File: src/rtl/uart_rx_deserializer_if.sv
// Parallel-side bus of the UART receiver: received byte, valid/ack handshake and error pulses.
// master is the receiver, slave is the byte consumer.
interface uart_rx_deserializer_if #(
    parameter int unsigned DATA_BITS = 8
);
    logic [DATA_BITS-1:0] rx_data;
    logic                 rx_valid;
    logic                 rx_ack;
    logic                 frame_err;
    logic                 overrun;

    modport master (
        output rx_data,
        output rx_valid,
        output frame_err,
        output overrun,
        input  rx_ack
    );

    modport slave (
        input  rx_data,
        input  rx_valid,
        input  frame_err,
        input  overrun,
        output rx_ack
    );
endinterface

File: src/rtl/uart_rx_deserializer.sv
// UART 8N1-style receiver: synchronises rx_in, samples each bit at its centre and delivers
// bytes over a valid/ack bus with framing-error and overrun pulses.
module uart_rx_deserializer #(
    parameter int unsigned CLKS_PER_BIT = 16,
    parameter int unsigned DATA_BITS    = 8
) (
    input  logic                   clk,
    input  logic                   reset,
    input  logic                   rx_in,
    output logic                   busy,
    uart_rx_deserializer_if.master bus
);
    localparam int unsigned CntW = $clog2(CLKS_PER_BIT);
    localparam int unsigned IdxW = $clog2(DATA_BITS);

    localparam logic [CntW-1:0] HalfLast = CntW'(CLKS_PER_BIT / 2 - 1);
    localparam logic [CntW-1:0] BitLast  = CntW'(CLKS_PER_BIT - 1);
    localparam logic [IdxW-1:0] IdxLast  = IdxW'(DATA_BITS - 1);

    typedef enum logic [1:0] {StIdle, StStart, StData, StStop} state_e;

    state_e               state_q, state_d;
    logic [1:0]           sync_q, sync_d;
    logic [CntW-1:0]      cnt_q, cnt_d;
    logic [IdxW-1:0]      idx_q, idx_d;
    logic [DATA_BITS-1:0] shift_q, shift_d;
    logic                 armed_q, armed_d;
    logic                 good_q, good_d;
    logic                 bad_q, bad_d;
    logic [DATA_BITS-1:0] rx_data_q, rx_data_d;
    logic                 rx_valid_q, rx_valid_d;
    logic                 frame_err_q, frame_err_d;
    logic                 overrun_q, overrun_d;
    logic                 rx_s;

    assign sync_d = {sync_q[0], rx_in};
    assign rx_s   = sync_q[1];

    always_comb begin
        state_d = state_q;
        cnt_d   = cnt_q + CntW'(1);
        idx_d   = idx_q;
        shift_d = shift_q;
        armed_d = armed_q;
        good_d  = 1'b0;
        bad_d   = 1'b0;

        unique case (state_q)
            StIdle: begin
                cnt_d = '0;
                // A held-low line after a framing error must go high before a new start counts.
                if (rx_s) begin
                    armed_d = 1'b1;
                end else if (armed_q) begin
                    state_d = StStart;
                end
            end
            StStart: begin
                if (cnt_q == HalfLast) begin
                    state_d = rx_s ? StIdle : StData;
                end
            end
            StData: begin
                if (cnt_q == BitLast) begin
                    cnt_d   = '0;
                    shift_d = {rx_s, shift_q[DATA_BITS-1:1]};
                    if (idx_q == IdxLast) begin
                        state_d = StStop;
                    end else begin
                        idx_d = idx_q + IdxW'(1);
                    end
                end
            end
            StStop: begin
                if (cnt_q == BitLast) begin
                    state_d = StIdle;
                    if (rx_s) begin
                        good_d = 1'b1;
                    end else begin
                        bad_d   = 1'b1;
                        armed_d = 1'b0;
                    end
                end
            end
            default: state_d = StIdle;
        endcase

        if (state_d != state_q) begin
            cnt_d = '0;
            idx_d = '0;
        end
    end

    always_comb begin
        rx_data_d   = rx_data_q;
        rx_valid_d  = rx_valid_q;
        frame_err_d = bad_q;
        overrun_d   = 1'b0;
        if (rx_valid_q && bus.rx_ack) begin
            rx_valid_d = 1'b0;
        end
        // shift_q is still intact here: the next frame cannot reach DATA for half a bit.
        if (good_q) begin
            rx_data_d  = shift_q;
            rx_valid_d = 1'b1;
            overrun_d  = rx_valid_q && !bus.rx_ack;
        end
    end

    always_ff @(posedge clk or posedge reset) begin
        if (reset) begin
            state_q     <= StIdle;
            sync_q      <= 2'b11;
            cnt_q       <= '0;
            idx_q       <= '0;
            shift_q     <= '0;
            armed_q     <= 1'b0;
            good_q      <= 1'b0;
            bad_q       <= 1'b0;
            rx_data_q   <= '0;
            rx_valid_q  <= 1'b0;
            frame_err_q <= 1'b0;
            overrun_q   <= 1'b0;
        end else begin
            state_q     <= state_d;
            sync_q      <= sync_d;
            cnt_q       <= cnt_d;
            idx_q       <= idx_d;
            shift_q     <= shift_d;
            armed_q     <= armed_d;
            good_q      <= good_d;
            bad_q       <= bad_d;
            rx_data_q   <= rx_data_d;
            rx_valid_q  <= rx_valid_d;
            frame_err_q <= frame_err_d;
            overrun_q   <= overrun_d;
        end
    end

    assign busy          = (state_q != StIdle);
    assign bus.rx_data   = rx_data_q;
    assign bus.rx_valid  = rx_valid_q;
    assign bus.frame_err = frame_err_q;
    assign bus.overrun   = overrun_q;
endmodule

File: src/flat_wrapper.sv
// flat-port wrapper written by rule: the top's interface ports become plain ports
module uart_rx_deserializer_flat 
#(
    parameter int unsigned CLKS_PER_BIT = 16,
    parameter int unsigned DATA_BITS    = 8
)
  (clk, reset, rx_in, busy, bus_rx_data, bus_rx_valid, bus_frame_err, bus_overrun, bus_rx_ack);
  uart_rx_deserializer_if #(.DATA_BITS(DATA_BITS)) bus_i ();
  input  logic clk;
  input  logic reset;
  input  logic rx_in;
  output logic busy;
  output wire logic [$bits(bus_i.rx_data)-1:0] bus_rx_data;
  output wire logic [$bits(bus_i.rx_valid)-1:0] bus_rx_valid;
  output wire logic [$bits(bus_i.frame_err)-1:0] bus_frame_err;
  output wire logic [$bits(bus_i.overrun)-1:0] bus_overrun;
  input wire logic [$bits(bus_i.rx_ack)-1:0] bus_rx_ack;
  assign bus_rx_data = bus_i.rx_data;
  assign bus_rx_valid = bus_i.rx_valid;
  assign bus_frame_err = bus_i.frame_err;
  assign bus_overrun = bus_i.overrun;
  assign bus_i.rx_ack = bus_rx_ack;
  uart_rx_deserializer #(.CLKS_PER_BIT(CLKS_PER_BIT), .DATA_BITS(DATA_BITS)) u_core (.clk(clk), .reset(reset), .rx_in(rx_in), .busy(busy), .bus(bus_i));
endmodule
File: config.mk
export PLATFORM = sky130hd
export DESIGN_NAME = uart_rx_deserializer_flat
export DESIGN_NICKNAME = d
export VERILOG_FILES = /design/src/rtl/uart_rx_deserializer_if.sv /design/src/rtl/uart_rx_deserializer.sv /design/src/flat_wrapper.sv
export SDC_FILE = /design/constraint.sdc
export NUM_CORES = 1
export LEC_CHECK = 0
export CELL_PAD_IN_SITES_DETAIL_PLACEMENT = 1
export CELL_PAD_IN_SITES_GLOBAL_PLACEMENT = 1
export CORE_ASPECT_RATIO = 1.25
export CORE_MARGIN = 3
export CORE_UTILIZATION = 28
export DETAILED_ROUTE_END_ITERATION = 12
export PLACE_DENSITY_LB_ADDON = 0.12
export SYNTH_ARGS = -nofsm -noshare
export SYNTH_HDL_FRONTEND = slang
export SYNTH_SLANG_ARGS = --single-unit
File: constraint.sdc
create_clock -name clk -period 4.16 [get_ports clk]
set_input_delay 0.624 -clock clk [delete_from_list [all_inputs] [get_ports clk]]
set_output_delay 0.624 -clock clk [all_outputs]
set_load 0.1 [all_outputs]
==> impl_metrics.yaml, run 1 <==
worst_hold_path:
  hold_start: "u_core.bad_q$_DFF_PP0_"
  min_path_type: "flip-flop to flip-flop"
timing:
  fin_tns_setup_ps: 0
  timing.final.crit_share: 0.687
  slew_headroom: 0.354
  period_minus_slack_ps: 2860
  setup_viol: 0
  hold_violations: 0
  clock_skew_ps: 6.74
  worst_slew_pin_slew_ps: 965
  max_freq_mhz: 350
  drv_slew: 0
  hold_slack_ps: 354
  grt_setup_unrepaired: "no"
floorplan:
  die_area_sq_um: 5820
  die_y_um: 84.5
  io_pins: 16
  initial_core_util: 0.301
  die_x_um: 68.8
  core_sq_um: 4590
  rows: 27
setup_path:
  crit_path_top_delay_cell: "clkdlybuf4s50_1"
  crit_chain: "or2_1, clkdlybuf4s50_1"
  endpoint_kind: "output pin"
  setup.worst_path.class: "flip-flop to output pin"
  crit_arrival_ps: 2230
  critPathLaunchType: "flip-flop"
  path_delay_family: "buffers and inverters"
  startpoint: "u_core.state_q[1]$_DFF_PP0_"
  critPathMaxStageDelay_ps: 1150
  cp_max_fo: 12
  crit_required_ps: 3540
  cp.buffers_inverters: 1
  r2r_start: "u_core.idx_q[0]$_DFFE_PP0P_"
layout:
  multi_input_area_sq_um: 510
  layout.nets: 131
  area_growth_pct: 21.7
  antennaDiodeCount: 0
  fillers: 513
  drive_gt1_frac: 0.208
  seqCellArea_sq_um: 828
  layout.cells.non_filler: 183
routing:
  dr.pass1.iters: 4
  avgViaCountPerCell: 4.79
  wirelength_mm: 2.53
  wire_per_inst_um: 13.8
  drc: 0
  drt_iter0_drc: 29
  dr_total_vias: 877
  drtAntennaViolNets: 0
placed_design:
  portBuffers: 15
  routabilityCongestion: 0.759
  dp_cells: 175
  hpwl_mm: 1.84
clocking:
  cts_setup_buffers: 0
  cts.hold.buffers_added: 0
  ctsLongestPathBuffers: 2
  insertion_delay_ps: 280
  ctsResizeCount: 0
  path_clk_slew_ps: 60
  cts_buffers: 5
  cts_tree: "built"
  htree_levels: 2
  cts_sinks: 33
  cts_root_buf: "clkbuf_8"
yosys:
  synth_nets: 111
  yosys_warnings: 0
  ys_ff_latch: 33
  synth.most_common_cell: "dfrtp_1"
  synthArstFlopShare: 1.00
  postSynthAreaPerCell_sq_um: 13.3
  yosysSeqAreaShare: 0.600
  synth_edf_count: 0
  synth_cells: 104
  synth_top_cell_by_area: "dfrtp_1"
  synth_commonest_cells: "dfrtp_1, mux2_2, inv_1, o21ai_0, nor2_1"
  yosys.area.top_type_share: 0.562
  ys.flop_type: "dfrtp_1"
  synth_cell_types: 34
  netlist_top_cells_area: "dfrtp_1, mux2_2, dfstp_2, ha_1, mux2_1"
  syn_area_sq_um: 1380
pwr:
  p_per_area_nw_per_um2: 494
  irDropWorstVdd_mv: 0.293
  p_leak_nw: 0.812
grt:
  grt_usage: 0.103
  grt_pass1_wl_mm: 4.43
  first_global_vias: 940
  grt_max_degree: 23
  grt-ovfl-total: 0
  antenna_found_initial: 0
run:
  drv_cap: 0
outcome:
  outcome: "complete, no violations"
sequential cells by signal, summed over array words and instances, names as in the netlist:
signal	flops
u_core.bus.rx_data	8
u_core.shift_q	8
u_core.cnt_q	4
u_core.idx_q	3
u_core.state_q	2
u_core.sync_q	2
u_core.armed_q	1
u_core.bad_q	1
u_core.bus.frame_err	1
u_core.bus.overrun	1
u_core.bus.rx_valid	1
u_core.good_q	1
through the flow:
step                       util  cell area, sq um  setup slack, ps  total power [mW]
after global placement    0.346              1590             1630             0.586
after CTS                 0.366              1680             1280             0.845
final                     0.366              1680             1300             0.831
after global routing      0.366              1680             1200             0.890
after detailed placement  0.346              1590             1590             0.594
after floorplan               -              1380             2210             0.556
kinds of logic after synthesis:
group,count (synthesis),synth area share
AND/OR/NAND/NOR,23,0.112
flip-flops,33,0.600
adder cells (fa/ha/maj),3,0.0272
XOR/XNOR,3,0.0190
AO/OA/AOI/OAI,17,0.0806
buffers and inverters,9,0.0308
multiplexers,16,0.130
cell type report:
cell class / count / area share
multi-input cells: 62 / 0.304
inverters: 6 / 0.0134
repair buffers: 16 / 0.0938
well taps: 58 / 0.0432
clock buffers: 8 / 0.0536
flip-flops and latches: 33 / 0.493
final timing paths:
check,endpoint,slack (ps),cells past startpoint
setup / recovery,busy,1300,2
hold / removal,u_core.bus.frame_err$_DFF_PP0_,350,0
setup reg to reg,u_core.idx_q[0]$_DFFE_PP0P_,2480,5
hold reg to reg,u_core.bus.frame_err$_DFF_PP0_,350,0
max in group asynchronous,u_core.bus.rx_data[1]$_DFFE_PP0P_,2640,3
min in group asynchronous,u_core.shift_q[6]$_DFFE_PP0P_,820,2
power breakdown:
part / internal, mW / total [mW] / switching, mW / leakage, nW
clock: 0.135 / 0.243 / 0.109 / 0.0455
sequential: 0.357 / 0.416 / 0.0596 / 0.441
combinational: 0.0682 / 0.171 / 0.103 / 0.326
total: 0.560 / 0.831 / 0.271 / 0.812
placed cells by master (no fill, tap or decap):
cell type / count
a211o_1: 1
or3_1: 1
dfstp_2: 2
inv_1: 6
a22oi_1: 3
xor2_1: 2
a221o_2: 1
o21a_1: 1
dfrtp_1: 31
xnor2_1: 1
nand3b_1: 1
nor2_1: 4
nand3_1: 3
and2_1: 1
clkbuf_8: 6
or2_0: 1
a21o_1: 2
clkbuf_1: 2
mux2_2: 13
buf_4: 1
a21oi_1: 2
nor3_1: 1
ha_1: 3
nor3b_1: 3
and3_1: 2
clkdlybuf4s50_1: 15
nand4_4: 1
mux2_1: 3
nor2_4: 1
nand2_1: 1
or2_1: 1
nand4_1: 1
o22ai_1: 1
and4_2: 1
o21ai_0: 6
per-layer routing:
| metal | vias to the layer above | wire length (um) | global-route usage |
|---|---|---|---|
| met5 | - | 0 | 0 |
| met4 | 0 | 41 | 0.0479 |
| met3 | 5 | 101 | 0.0361 |
| met2 | 17 | 1320 | 0.169 |
| met1 | 450 | 1070 | 0.117 |
| li1 | 405 | - | - |
No activity file was read; power rests on OpenSTA's default activity.
==> inputs of run 2 (changes only) <==
- clock period: 4.16 -> 2.6 ns (I/O delays scaled with it)
==> run 2 against run 1 <==
Compared with the run above: clock skew grew 1.2 ps; global-route usage is essentially flat; worst setup slack worse by 520 ps; register-to-register slack worse by 1500 ps.
==> impl_metrics.yaml, run 2 (synthesis gave the netlist of run 1 again) <==
clocking:
  ctsResizeCount: 0
  path_clk_slew_ps: 70
  cts_sinks: 33
  htree_levels: 2
  cts_root_buf: "clkbuf_8"
  insertion_delay_ps: 290
  cts_tree: "built"
  cts_buffers: 5
  cts_setup_buffers: 0
  ctsLongestPathBuffers: 2
  cts.hold.buffers_added: 0
setup_path:
  cp.depth: 2
  critPathMaxStageDelay_ps: 590
  crit_path_top_delay_cell: "dfrtp_1"
  cp_max_fo: 12
  path_delay_family: "flip-flops"
  cp.buffers_inverters: 1
  crit_required_ps: 2210
  worstRegToRegCells: 5
  critPathLaunchType: "flip-flop"
  setup.worst_path.class: "flip-flop to output pin"
  crit_chain: "or2_1, buf_4"
  endpoint_kind: "output pin"
  crit_arrival_ps: 1430
  reg2reg_slack_ps: 930
layout:
  layout.nets: 131
  most-common-layout-cells: "dfrtp_1, mux2_2, buf_4"
  drive_gt1_frac: 0.320
  layout.cells.non_filler: 183
  mostFrequentLayoutCell: "dfrtp_1"
  area_growth_pct: 21.4
  antennaDiodeCount: 0
timing:
  max_freq_mhz: 549
  hold_violations: 0
  clock_skew_ps: 7.95
  timing.final.crit_share: 0.700
  setup_slack_ps: 779
  setup_viol: 0
  grt_setup_unrepaired: "no"
  drv_slew: 0
  worst_slew_pin_slew_ps: 427
  slew_headroom: 0.715
  fin_tns_setup_ps: 0
  period_minus_slack_ps: 1820
grt:
  grt_usage: 0.103
  grt_pass1_wl_mm: 4.46
  grt_max_degree: 34
  antenna_found_initial: 0
  grt-ovfl-total: 0
  first_global_vias: 946
routing:
  drc: 0
  wire_per_inst_um: 13.7
  dr.pass1.iters: 4
  drtAntennaViolNets: 0
  drt_iter0_drc: 40
  wirelength_mm: 2.50
  avgViaCountPerCell: 4.69
  dr_total_vias: 859
pwr:
  total_power_mw: 1.41
  p_leak_nw: 0.844
  irDropWorstVdd_mv: 0.329
  p_per_area_nw_per_um2: 842
worst_hold_path:
  min_path_type: "flip-flop to flip-flop"
  hold_depth: 0
floorplan:
  die_y_um: 84.5
  io_pins: 16
  rows: 27
  core_sq_um: 4590
  die_area_sq_um: 5820
  die_x_um: 68.8
  initial_core_util: 0.301
placed_design:
  routabilityCongestion: 0.704
  hpwl_mm: 1.79
  portBuffers: 15
  post-place-ws_ps: 948
  dp_cells: 175
outcome:
  outcome: "complete, no violations"
run:
  drv_cap: 0
run 2: layout make-up:
cell class              instances  area [sq um]
repair buffers                 16           128
clock inverters                 3          46.3
fillers                       530          2920
well taps                      58          72.6
inverters                       6          22.5
clock buffers                   5          68.8
multi-input cells              62           510
flip-flops and latches         33           828
run 2: metal layers:
layer / global-route usage / routed length (um)
met5: 0 / 0
met4: 0.0585 / 59
met3: 0.0361 / 100
met2: 0.169 / 1310
met1: 0.112 / 1030
run 2: stage by stage:
step                area (sq um)  hold WS (ps)  utilization
finish                      1680           354        0.365
global route                1680           367        0.365
CTS                         1680           359        0.365
detailed placement          1560           343        0.340
global placement            1560           333        0.340
floorplan                   1380           331            -
run 2: final timing paths:
kind,endpoint,startpoint
setup / recovery,busy,u_core.state_q[1]$_DFF_PP0_
hold / removal,u_core.bus.frame_err$_DFF_PP0_,u_core.bad_q$_DFF_PP0_
setup reg to reg,u_core.idx_q[0]$_DFFE_PP0P_,u_core.idx_q[0]$_DFFE_PP0P_
hold reg to reg,u_core.bus.frame_err$_DFF_PP0_,u_core.bad_q$_DFF_PP0_
max in group asynchronous,u_core.sync_q[1]$_DFF_PP1_,reset
min in group asynchronous,u_core.bus.rx_data[7]$_DFFE_PP0P_,reset
run 2: power breakdown:
part           switching [mW]  internal (mW)
Combinational           0.160          0.108
Sequential             0.0920          0.570
Clock                   0.195          0.287
Total                   0.447          0.965
